===== src/rtl/prog_rom_arbiter_if.sv =====
// Bus bundle for the program ROM arbiter: CPU fetch port, debug read port and ROM port.
// The slave modport is the arbiter's view; master is the requester/ROM side.
interface prog_rom_arbiter_if #(
   parameter int unsigned ADDR_W = 11,
   parameter int unsigned DATA_W = 12
);
   // CPU instruction-fetch port
   logic              cpu_req;
   logic [ADDR_W-1:0] cpu_addr;
   logic              cpu_stall;
   logic              cpu_valid;
   logic [DATA_W-1:0] cpu_rdata;

   // Debug/loader read port
   logic              dbg_req;
   logic [ADDR_W-1:0] dbg_addr;
   logic              dbg_gnt;
   logic              dbg_valid;
   logic [DATA_W-1:0] dbg_rdata;

   // ROM port
   logic [ADDR_W-1:0] rom_addr;
   logic [DATA_W-1:0] rom_q;

   modport slave (
      input  cpu_req, cpu_addr, dbg_req, dbg_addr, rom_q,
      output cpu_stall, cpu_valid, cpu_rdata, dbg_gnt, dbg_valid, dbg_rdata, rom_addr
   );

   modport master (
      output cpu_req, cpu_addr, dbg_req, dbg_addr, rom_q,
      input  cpu_stall, cpu_valid, cpu_rdata, dbg_gnt, dbg_valid, dbg_rdata, rom_addr
   );
endinterface


===== src/rtl/prog_rom_arbiter.sv =====
// Shares a single-port synchronous program ROM between the CPU fetch port (priority) and a
// debug read port. Each read is tagged with its owner for the return cycle; a saturating
// starvation counter forces one debug slot after STARVE_LIMIT consecutive lost cycles.
module prog_rom_arbiter #(
   parameter int unsigned       ADDR_W       = 11,
   parameter int unsigned       DATA_W       = 12,
   parameter int unsigned       STARVE_LIMIT = 8,
   parameter logic [ADDR_W-1:0] RESET_VECTOR = 11'h7FF
) (
   input logic                i_clock,
   input logic                i_reset,
   prog_rom_arbiter_if.slave  io_bus
);

   localparam logic [7:0] LP_LIMIT = 8'(STARVE_LIMIT);

   typedef enum logic [1:0] {
      StIdle,
      StCpuRd,
      StDbgRd
   } state_e;

   state_e              r_state;
   state_e              w_state_next;
   logic [7:0]          r_starve_cnt;
   logic [7:0]          w_starve_next;
   logic [ADDR_W-1:0]   r_hold_addr;
   logic [DATA_W-1:0]   r_dbg_rdata;
   logic                r_dbg_valid;

   logic                w_force_dbg;
   logic                w_gnt_cpu;
   logic                w_gnt_dbg;
   logic [ADDR_W-1:0]   w_rom_addr;
   logic                w_cpu_valid;
   logic                w_dbg_capture;

   // Grant decision and ROM address steering for the current cycle
   always_comb begin
      w_force_dbg = (STARVE_LIMIT != 0) && (r_starve_cnt == LP_LIMIT) && io_bus.dbg_req;
      w_gnt_cpu   = io_bus.cpu_req && !w_force_dbg;
      w_gnt_dbg   = io_bus.dbg_req && !w_gnt_cpu;
      if (w_gnt_cpu) begin
         w_rom_addr = io_bus.cpu_addr;
      end else if (w_gnt_dbg) begin
         w_rom_addr = io_bus.dbg_addr;
      end else begin
         // Keep the ROM looking at the last granted word when nobody asks
         w_rom_addr = r_hold_addr;
      end
   end

   // Starvation counter next value: counts debug-pending CPU wins, saturates at the limit
   always_comb begin
      w_starve_next = r_starve_cnt;
      if (w_gnt_dbg || !io_bus.dbg_req) begin
         w_starve_next = 8'd0;
      end else if (w_gnt_cpu && (r_starve_cnt != LP_LIMIT)) begin
         w_starve_next = r_starve_cnt + 8'd1;
      end
   end

   // Owner FSM state register
   always_ff @(posedge i_clock) begin
      if (i_reset) begin
         r_state <= StIdle;
      end else begin
         r_state <= w_state_next;
      end
   end

   // Owner FSM next state: whoever is granted now owns the data next cycle
   always_comb begin
      w_state_next = StIdle;
      if (w_gnt_cpu) begin
         w_state_next = StCpuRd;
      end else if (w_gnt_dbg) begin
         w_state_next = StDbgRd;
      end
   end

   // Owner FSM outputs: route the returning ROM word
   always_comb begin
      w_cpu_valid   = 1'b0;
      w_dbg_capture = 1'b0;
      unique case (r_state)
         StCpuRd: w_cpu_valid   = 1'b1;
         StDbgRd: w_dbg_capture = 1'b1;
         default: ;
      endcase
   end

   // Counter, held address and debug return registers
   always_ff @(posedge i_clock) begin
      if (i_reset) begin
         r_starve_cnt <= 8'd0;
         r_hold_addr  <= RESET_VECTOR;
         r_dbg_rdata  <= '0;
         r_dbg_valid  <= 1'b0;
      end else begin
         r_starve_cnt <= w_starve_next;
         if (w_gnt_cpu || w_gnt_dbg) begin
            r_hold_addr <= w_rom_addr;
         end
         if (w_dbg_capture) begin
            r_dbg_rdata <= io_bus.rom_q;
         end
         r_dbg_valid <= w_dbg_capture;
      end
   end

   assign io_bus.rom_addr  = w_rom_addr;
   assign io_bus.cpu_stall = io_bus.cpu_req && !w_gnt_cpu;
   assign io_bus.dbg_gnt   = w_gnt_dbg;
   assign io_bus.cpu_valid = w_cpu_valid;
   assign io_bus.cpu_rdata = io_bus.rom_q;
   assign io_bus.dbg_valid = r_dbg_valid;
   assign io_bus.dbg_rdata = r_dbg_rdata;

endmodule

===== src/flat_wrapper.sv =====
// flat-port wrapper written by rule: the top's interface ports become plain ports
module prog_rom_arbiter_flat 
#(
   parameter int unsigned       ADDR_W       = 11,
   parameter int unsigned       DATA_W       = 12,
   parameter int unsigned       STARVE_LIMIT = 8,
   parameter logic [ADDR_W-1:0] RESET_VECTOR = 11'h7FF
)
  (i_clock, i_reset, io_bus_cpu_req, io_bus_cpu_addr, io_bus_dbg_req, io_bus_dbg_addr, io_bus_rom_q, io_bus_cpu_stall, io_bus_cpu_valid, io_bus_cpu_rdata, io_bus_dbg_gnt, io_bus_dbg_valid, io_bus_dbg_rdata, io_bus_rom_addr);
  prog_rom_arbiter_if #(.ADDR_W(ADDR_W), .DATA_W(DATA_W)) io_bus_i ();
  input logic i_clock;
  input logic i_reset;
  input wire logic [$bits(io_bus_i.cpu_req)-1:0] io_bus_cpu_req;
  input wire logic [$bits(io_bus_i.cpu_addr)-1:0] io_bus_cpu_addr;
  input wire logic [$bits(io_bus_i.dbg_req)-1:0] io_bus_dbg_req;
  input wire logic [$bits(io_bus_i.dbg_addr)-1:0] io_bus_dbg_addr;
  input wire logic [$bits(io_bus_i.rom_q)-1:0] io_bus_rom_q;
  output wire logic [$bits(io_bus_i.cpu_stall)-1:0] io_bus_cpu_stall;
  output wire logic [$bits(io_bus_i.cpu_valid)-1:0] io_bus_cpu_valid;
  output wire logic [$bits(io_bus_i.cpu_rdata)-1:0] io_bus_cpu_rdata;
  output wire logic [$bits(io_bus_i.dbg_gnt)-1:0] io_bus_dbg_gnt;
  output wire logic [$bits(io_bus_i.dbg_valid)-1:0] io_bus_dbg_valid;
  output wire logic [$bits(io_bus_i.dbg_rdata)-1:0] io_bus_dbg_rdata;
  output wire logic [$bits(io_bus_i.rom_addr)-1:0] io_bus_rom_addr;
  assign io_bus_i.cpu_req = io_bus_cpu_req;
  assign io_bus_i.cpu_addr = io_bus_cpu_addr;
  assign io_bus_i.dbg_req = io_bus_dbg_req;
  assign io_bus_i.dbg_addr = io_bus_dbg_addr;
  assign io_bus_i.rom_q = io_bus_rom_q;
  assign io_bus_cpu_stall = io_bus_i.cpu_stall;
  assign io_bus_cpu_valid = io_bus_i.cpu_valid;
  assign io_bus_cpu_rdata = io_bus_i.cpu_rdata;
  assign io_bus_dbg_gnt = io_bus_i.dbg_gnt;
  assign io_bus_dbg_valid = io_bus_i.dbg_valid;
  assign io_bus_dbg_rdata = io_bus_i.dbg_rdata;
  assign io_bus_rom_addr = io_bus_i.rom_addr;
  prog_rom_arbiter #(.ADDR_W(ADDR_W), .DATA_W(DATA_W), .STARVE_LIMIT(STARVE_LIMIT), .RESET_VECTOR(RESET_VECTOR)) u_core (.i_clock(i_clock), .i_reset(i_reset), .io_bus(io_bus_i));
endmodule

===== config.mk =====
export PLATFORM = sky130hd
export DESIGN_NAME = prog_rom_arbiter_flat
export DESIGN_NICKNAME = d
export VERILOG_FILES = /design/src/rtl/prog_rom_arbiter_if.sv /design/src/rtl/prog_rom_arbiter.sv /design/src/flat_wrapper.sv
export SDC_FILE = /design/constraint.sdc
export NUM_CORES = 1
export LEC_CHECK = 0
export BUFFER_PORTS_ARGS = -buffer_cell sky130_fd_sc_hd__buf_4
export CAP_MARGIN = 20
export CORE_UTILIZATION = 47
export DETAILED_ROUTE_END_ITERATION = 7
export GPL_ROUTABILITY_DRIVEN = 0
export PLACE_DENSITY = 0.86
export SYNTH_ARGS = -nofsm -noshare
export SYNTH_HDL_FRONTEND = slang
export SYNTH_SLANG_ARGS = --single-unit

===== constraint.sdc =====
create_clock -name i_clock -period 2.25 [get_ports i_clock]
set_input_delay 0.3375 -clock i_clock [delete_from_list [all_inputs] [get_ports i_clock]]
set_output_delay 0.3375 -clock i_clock [all_outputs]
set_load 0.05 [all_outputs]

; ---- After elaboration in Yosys (flattened, before gate mapping)
; Cells that the tools add are included.
[word_totals]
regBits = 34
input_bits = 38
elab_cells = 29
output_inout_bits = 39
[op_classes]
n_mux = 6
add_sub_neg = 1
eq_ne = 4
reduce_logical = 12
[op_table]
columns = op, n
row1 = two-way mux 11 bit, 2
row2 = "adder 8 x 1 -> 8 bit, second input constant", 1
row3 = "== test 8 x 4 -> 1 bit, second input constant", 1
row4 = "inequality test 8 x 4 -> 1 bit, second input constant", 1
row5 = logical AND 1 bit, 5
row6 = OR reduction 2 bit, 2
row7 = logical NOT 1 bit, 3
row8 = two-way mux 1 bit, 3
row9 = "== test 2 x 1 -> 1 bit, second input constant", 1
row10 = "== test 2 bit, second input constant", 1
row11 = logical OR 1 bit, 2
row12 = two-way mux 2 bit, 1

; ---- Depth between registers and ports, before layout
; Gate-level depths: netlist of the first run.
[logic_depth]
word_depth = 8
depth_mapped = 7
mapped_depth_nobuf = 5

; ---- Worst setup path before layout of the first run
; No wires, ideal clock.
[synth_timing]
path_type = reg-to-output
startpoint = register u_core.r_starve_cnt[0]
endpoint = output io_bus_rom_addr[3]
required_ns = 1.913
path_slack_ns = -0.438
arrival_ns = 2.351
path_buffers = 2
stages_incl_launch_ff = 8
path_cell_list = dfxtp_1 > inv_1 > ha_1 > or4b_1 > buf_2 > o31a_4 > buf_6 > o211ai_1
[synth_via]
elab_chain_cells = 8
[synth_rtl]
columns = item, line_no
row1 = "start, declared", prog_rom_arbiter.sv:25  ; logic [7:0] r_starve_cnt;
row2 = "start signal, assigned", prog_rom_arbiter.sv:101  ; r_starve_cnt <= w_starve_next;
row3 = == test 8 x 4 -> 1 bit *, prog_rom_arbiter.sv:40  ; w_force_dbg = (STARVE_LIMIT != 0) && (r_starve_cnt == LP_LIMIT) && io_bus.dbg_req;
row4 = logical AND 1 bit *, prog_rom_arbiter.sv:40
row5 = logical NOT 1 bit *, prog_rom_arbiter.sv:41  ; w_gnt_cpu = io_bus.cpu_req && !w_force_dbg;
row6 = logical AND 1 bit *, prog_rom_arbiter.sv:41
row7 = logical NOT 1 bit, prog_rom_arbiter.sv:42  ; w_gnt_dbg = io_bus.dbg_req && !w_gnt_cpu;
row8 = logical AND 1 bit, prog_rom_arbiter.sv:42
row9 = two-way mux 11 bit, prog_rom_arbiter.sv:45  ; end else if (w_gnt_dbg) begin
row10 = two-way mux 11 bit *, prog_rom_arbiter.sv:43  ; if (w_gnt_cpu) begin
row11 = "end, declared", flat_wrapper.sv:24  ; output wire logic [$bits(io_bus_i.rom_addr)-1:0] io_bus_rom_addr;
; Every way passes the cells marked *; elsewhere a longest branch is shown, timed or not.

; ---- Worst setup path after layout of the first run
[layout_timing]
startpoint = register u_core.r_starve_cnt[0]
endpoint = output io_bus_rom_addr[1]
; Same word-level chain as after synthesis.

==> results of run 1 <==
## final timing paths
check                                          start                                       end  slack, ns  cells past startpoint
min reg2reg  u_core.io_bus.dbg_rdata[1]$_SDFFE_PP0P_   u_core.io_bus.dbg_rdata[1]$_SDFFE_PP0P_       0.45                      2
max reg2reg      u_core.r_starve_cnt[0]$_SDFFE_PP0P_        u_core.r_hold_addr[1]$_SDFFE_PP1P_       0.27                      8
max              u_core.r_starve_cnt[0]$_SDFFE_PP0P_                        io_bus_rom_addr[1]      -0.19                      7
min                                 io_bus_rom_q[10]  u_core.io_bus.dbg_rdata[10]$_SDFFE_PP0P_       0.30                      3
## critical path, delay by kind of cell, from the launching register on
family,cells,cell delay [ns]
AO/OA/AOI/OAI,2,0.42
adder cells (fa/ha/maj),1,0.15
buffers and inverters,3,0.40
flip-flops,1,0.33
AND/OR/NAND/NOR,1,0.51
## synthesized netlist by cell type, types with 3 or more instances
master	number	share of area [%]
nand2_1	38	8.1
dfxtp_1	34	39
o211ai_1	18	7.7
inv_1	17	3.6
a21oi_1	15	4.3
buf_4	12	5.1
o2111ai_1	12	6.0
clkbuf_1	11	2.4
mux2_2	11	7.1
nor2_1	8	1.7
o211ai_2	4	2.9
o21ai_0	3	0.86
or3_1	3	1.1
## final cells by class
class | instances | area (sq um) | share of cell area, %
Tap cell | 46 | 57.6 | 2.32
Sequential cell | 34 | 683 | 27.5
Multi-Input combinational cell | 132 | 883 | 35.6
Inverter | 17 | 63.8 | 2.57
Clock buffer | 5 | 68.8 | 2.77
Clock inverter | 3 | 40.0 | 1.61
Timing Repair Buffer | 87 | 683 | 27.5
## cells by family (layout without fill, tap and decap cells)
logic type | Yosys count | after routing | synth area share (%)
adder cells (fa/ha/maj) | 2 | 2 | 1.43
multiplexers | 11 | 11 | 7.08
XOR/XNOR | 3 | 3 | 1.50
buffers and inverters | 43 | 112 | 12.7
flip-flops | 34 | 34 | 38.9
AND/OR/NAND/NOR | 60 | 60 | 15.1
AO/OA/AOI/OAI | 54 | 56 | 23.3
## layout by cell type, fill, tap and decap left out, drive strengths merged, types with 3 or more instances in the layout
cell / netlist / layout
a21oi: 15 / 15
buf: 15 / 87
clkbuf: 11 / 5
dfxtp: 34 / 34
inv: 17 / 17
mux2: 11 / 11
nand2: 38 / 38
nor2: 8 / 8
o2111ai: 12 / 12
o211ai: 22 / 22
o21ai: 3 / 3
o31a: 1 / 3
or3: 3 / 3
## sequential cells by signal, summed over array words and instances (netlist names)
register and flops:
u_core.io_bus.dbg_rdata 12, u_core.r_hold_addr 11, u_core.r_starve_cnt 8, u_core.r_state 2
u_core.io_bus.dbg_valid 1
## where the power goes
group	internal (uW)	total (uW)	switching [uW]
Sequential	626	634	7.85
Clock	326	550	224
Combinational	161	418	258
## per-layer routing
metal  track usage, %  up-vias
met5                0        -
met4             9.59        0
met3             8.21        8
met2             38.3       79
met1             24.3      774
li1                 -      862
## repair_timing
| action | in CTS | in global routing |
|---|---|---|
| setup buffers | 2 | 1 |
| pin swaps | 8 | 11 |
| gates resized for setup | 9 | 6 |
| hold buffers | 0 | 0 |
| cloned | 2 | 0 |
| setup endpoints to repair | 13 | 13 |
## metrics by stage
step	hold WS, ns	total power [uW]	setup TNS (ns)	utilization, %	instance area, sq um
detailed placement	0.447	1040	0	66.3	2280
global route	0.296	1660	-2.56	72.0	2480
CTS	0.290	1610	-2.10	71.6	2460
global placement	0.444	1040	0	66.3	2280
floorplan	0.407	923	-3.01	-	1760
finish	0.296	1600	-1.81	72.0	2480
==> flow_summary.yaml, run 1 <==
outcome:
  outcome: "complete, but fails checks"
  violations_in_the_final_reports: "negative setup slack"
cells_and_area:
  n_fill_cell: 270
  instances_no_fill: 324
  insertedDiodeCount: 0
  finish.net_count: 317
  area.growth.synth_to_final_pct: 41.7
  drive_above_1_share_pct: 44.2
clocking:
  clkLatencyLatePin_ns: 0.29
  clk_transition_reported_paths_ns: 0.07
  cts-root-to-sink-buffers: 2
  cts-root-buf: "clkbuf_8"
  clkSinkCount: 34
  h_tree_depth_reported_by_cts: 2
  tritoncts.num_buffers: 5
  tritoncts: "done"
critical_path:
  timing.critical_path.from_type: "register"
  cpMostUsedCell: "buf_6"
  timing.critical_path.fanout_max: 14
  worst_path_largest_cell_delay_ns: 0.51
  critPathKind: "register to primary output"
  critPathRequiredTime_ns: 1.91
  cp_cell_sequence: "inv_2 -> ha_2 -> or4b_4 -> buf_6 -> o211ai_1 -> o211ai_2 -> buf_6"
  cpMaxStageDelayCell: "or4b_4"
  critPathArrivalTime_ns: 2.10
  setup.worst_path.end_class: "primary output"
die:
  die-area_sq_um: 3970
  floorplan.initialDensity_pct: 50.9
  floorplan.core_area_sq_um: 3440
  std_cell_rows: 21
  floorplan.io_pins: 77
  die_wd_microns: 63.0
  chipHeight_microns: 63.0
sta:
  postLayoutSetupSlackWorst_ns: -0.190
  headroom_to_the_max_slew_limit_pct: 49.7
  actual_slew_at_the_worst_max_slew_pin_ns: 0.753
  timing.fmax_ghz: 0.410
  timing.clock.skew_ns: 0.00543
  finalCritPeriodShare_pct: 108
  period_minus_slack_ns: 2.44
  timing.final.hold_violations: 0
  timing.final.max_slew_violations: 0
  final_setup_fails: 12
  rsz0062_at_grt: "true"
detailed_routing:
  wl_met1_microns: 1770
  postRouteWirelength_microns: 4360
  detailedRoute.firstIterationViolations: 48
  detail_route.drc_violations: 0
  highest-signal-layer: "met4"
  antenna_violating_nets_post_route: 0
  first_pass_iters: 4
  vias_per_cell: 5.32
  route.met3.wl_microns: 409
  detailroute.via_count: 1723
  met2_length_microns: 2100
  wl_per_cell_microns: 13.5
synthesis:
  synth_enable_flop_cells: 0
  synth_nets: 247
  syn-cell-area_sq_um: 1750
  synth-seq-cells: 34
  yosys_warnings: 0
  yosysSeqAreaShare_pct: 38.9
  synth_async_sr_flop_share_pct: 0
  synth.distinct_cells: 27
  syn-mean-instance-area_sq_um: 8.46
  dominantRegCellSynth: "dfxtp_1"
  synthesis.instances: 207
power:
  power.static_leakage_uw: 0.00111
  worst_ir_drop_vdd_v: 0.000651
  pwr_density_cell_nw_per_um2: 646
place:
  dpl.cell_count: 311
  io_buffer_count: 76
  setup_slack_after_placement_ns: 0.0619
  post-dp-hpwl_microns: 2800
worst_hold_path:
  hp-class: "primary input to register"
job:
  maxCapViolations: 0
grt:
  first_global_vias: 1547
  grt_first_pass_wirelength_microns: 6860
  globalRouteOverflowTotal: 0
  globalRouteTotalUtil_pct: 22.3
  antenna_violations_before_repair: 0
  grt_max_degree: 29
Power figures use the tool's default switching activity.
==> run 2, diff against run 1 <==
--- a/config.mk
+++ b/config.mk
@@ -7,7 +7,9 @@
 export LEC_CHECK = 0
 export BUFFER_PORTS_ARGS = -buffer_cell sky130_fd_sc_hd__buf_4
 export CAP_MARGIN = 20
-export CORE_UTILIZATION = 47
+export CELL_PAD_IN_SITES_DETAIL_PLACEMENT = 0
+export CELL_PAD_IN_SITES_GLOBAL_PLACEMENT = 1
+export CORE_UTILIZATION = 33
 export DETAILED_ROUTE_END_ITERATION = 7
 export GPL_ROUTABILITY_DRIVEN = 0
 export PLACE_DENSITY = 0.86
==> run 2 against run 1 <==
Effect of this change: count of clock-buffer cells in the layout did not move; critical path depth unchanged; largest cell class unchanged; non-clock buffer count rose by 11; highest routed layer unchanged; cell area is 6.1% higher; the run still ends with negative setup slack left; flip-flop and latch count did not move; maximum frequency is 1.6% higher; utilization fell by 21 points; register-to-register slack got worse by 0.40 ns; global-route usage shrank 6.0 points.
==> flow_summary.yaml, run 2 (same netlist as run 1, synthesis figures left out) <==
power:
  power.static_leakage_uw: 0.00117
  worst_ir_drop_vdd_v: 0.000366
  pwr_density_cell_nw_per_um2: 665
place:
  setup_slack_after_placement_ns: 0.115
  dpl.cell_count: 334
  io_buffer_count: 76
  post-dp-hpwl_microns: 2900
cells_and_area:
  drive_above_1_share_pct: 45.7
  layout_common_cells: "buf_4 (91), nand2_1 (38), dfxtp_1 (33)"
  instances_no_fill: 359
  layout.core_utilization_pct: 51.5
  area.growth.synth_to_final_pct: 50.3
  mostFrequentLayoutCell: "buf_4"
  finish.net_count: 328
  largest_reg_flops: 12
  insertedDiodeCount: 0
sta:
  timing.final.hold_violations: 0
  final_setup_fails: 14
  postLayoutSetupSlackWorst_ns: -0.151
  total_negative_setup_slacks_ns: -1.42
  timing.clock.skew_ns: 0.0121
  fin_worst_hold_slack_ns: 0.292
  actual_slew_at_the_worst_max_slew_pin_ns: 0.795
  headroom_to_the_max_slew_limit_pct: 46.9
  timing.fmax_ghz: 0.416
  rsz0062_at_grt: "true"
  timing.final.max_slew_violations: 0
  finalCritPeriodShare_pct: 107
  period_minus_slack_ns: 2.40
critical_path:
  crit_start: "u_core.r_starve_cnt[1]$_SDFFE_PP0P_"
  critPathKind: "register to primary output"
  setup.worst_path.end_class: "primary output"
  endpoint: "io_bus_cpu_stall"
  timing.critical_path.from_type: "register"
  number_of_cells_on_the_worst_reg_to_reg_path: 13
  regToRegStartpoint: "u_core.r_starve_cnt[1]$_SDFFE_PP0P_"
  r2r_setup_slk_ns: -0.13
  critPathArrivalTime_ns: 2.06
  timing.critical_path.fanout_max: 14
  crit-reg2reg-capture: "u_core.r_hold_addr[0]$_SDFFE_PP1P_"
  critPathRequiredTime_ns: 1.91
detailed_routing:
  wl_per_cell_microns: 12.5
  antenna_violating_nets_post_route: 0
  vias_per_cell: 4.88
  detailroute.via_count: 1751
  detail_route.drc_violations: 0
  postRouteWirelength_microns: 4470
  detailedRoute.firstIterationViolations: 39
  first_pass_iters: 4
die:
  floorplan.core_area_sq_um: 5110
  floorplan.initialDensity_pct: 34.3
  std_cell_rows: 26
  die-area_sq_um: 5600
  floorplan.io_pins: 77
  die_wd_microns: 74.8
  chipHeight_microns: 74.8
outcome:
  violations_in_the_final_reports: "negative setup slack"
  outcome: "complete, but fails checks"
clocking:
  clkSinkCount: 34
  h_tree_depth_reported_by_cts: 2
  clkLatencyLatePin_ns: 0.29
  tritoncts: "done"
  holdBufCountCts: 0
  tritoncts.num_buffers: 5
  clk_transition_reported_paths_ns: 0.08
  cts-root-to-sink-buffers: 2
  cts-root-buf: "clkbuf_8"
grt:
  grt_max_degree: 29
  grt_first_pass_wirelength_microns: 6890
  first_global_vias: 1566
  globalRouteTotalUtil_pct: 16.3
  globalRouteOverflowTotal: 0
  antenna_violations_before_repair: 0
worst_hold_path:
  hp-class: "primary input to register"
job:
  maxCapViolations: 0
-- run 2: layout make-up --
cell class                      count  area, sq um
Clock buffer                        5         68.8
Sequential cell                    34          682
Inverter                           17         63.8
Tap cell                           70         87.6
Timing Repair Buffer               98          766
Clock inverter                      3         68.8
Fill cell                         471         2480
Multi-Input combinational cell    132          895
-- run 2: power breakdown --
part / switching, uW / internal (uW)
logic: 262 / 172
clock network: 237 / 444
registers: 7.57 / 626
total: 507 / 1240
-- run 2: critical path, stage by stage, from the launching register on --
cell	delay, ns
dfxtp_1	0.32
inv_1	0.05
ha_1	0.12
or4b_4	0.51
buf_8	0.18
or2_2	0.33
nor2_4	0.12
buf_6	0.16
-- run 2: timing repair --
item / 4_1_cts / 5_1_grt
setup endpoints to repair: 13 / 15
gates cloned: 2 / 0
setup buffers: 15 / 0
resized for setup: 10 / 5
pin swaps: 7 / 5
-- run 2: routing by layer --
metal | routed length, microns | share of wire (%) | vias to the layer above | global-route usage, %
met5 | 0 | 0 | - | 0
met4 | 44 | 0.98 | 0 | 5.66
met3 | 291 | 6.5 | 6 | 4.69
met2 | 2050 | 46 | 63 | 29.2
met1 | 2080 | 47 | 804 | 18.4
li1 | - | - | 878 | -
-- run 2: worst min path at each step --
stage | startpoint | end | slack, ns | cells after the start
finish | io_bus_rom_q[5] | u_core.io_bus.dbg_rdata[5]$_SDFFE_PP0P_ | 0.29 | 3
global route | io_bus_rom_q[5] | u_core.io_bus.dbg_rdata[5]$_SDFFE_PP0P_ | 0.29 | 3
CTS | io_bus_rom_q[5] | u_core.io_bus.dbg_rdata[5]$_SDFFE_PP0P_ | 0.29 | 3
detailed placement | u_core.io_bus.dbg_rdata[2]$_SDFFE_PP0P_ | u_core.io_bus.dbg_rdata[2]$_SDFFE_PP0P_ | 0.45 | 2
global placement | u_core.io_bus.dbg_rdata[2]$_SDFFE_PP0P_ | u_core.io_bus.dbg_rdata[2]$_SDFFE_PP0P_ | 0.44 | 2
floorplan | i_reset | u_core.io_bus.dbg_rdata[0]$_SDFFE_PP0P_ | 0.41 | 1
-- run 2: metrics by stage --
stage,power [uW],cell area (sq um)
finish,1750,2630
global route,1820,2630
CTS,1760,2610
detailed placement,1040,2310
global placement,1040,2310
floorplan,923,1760
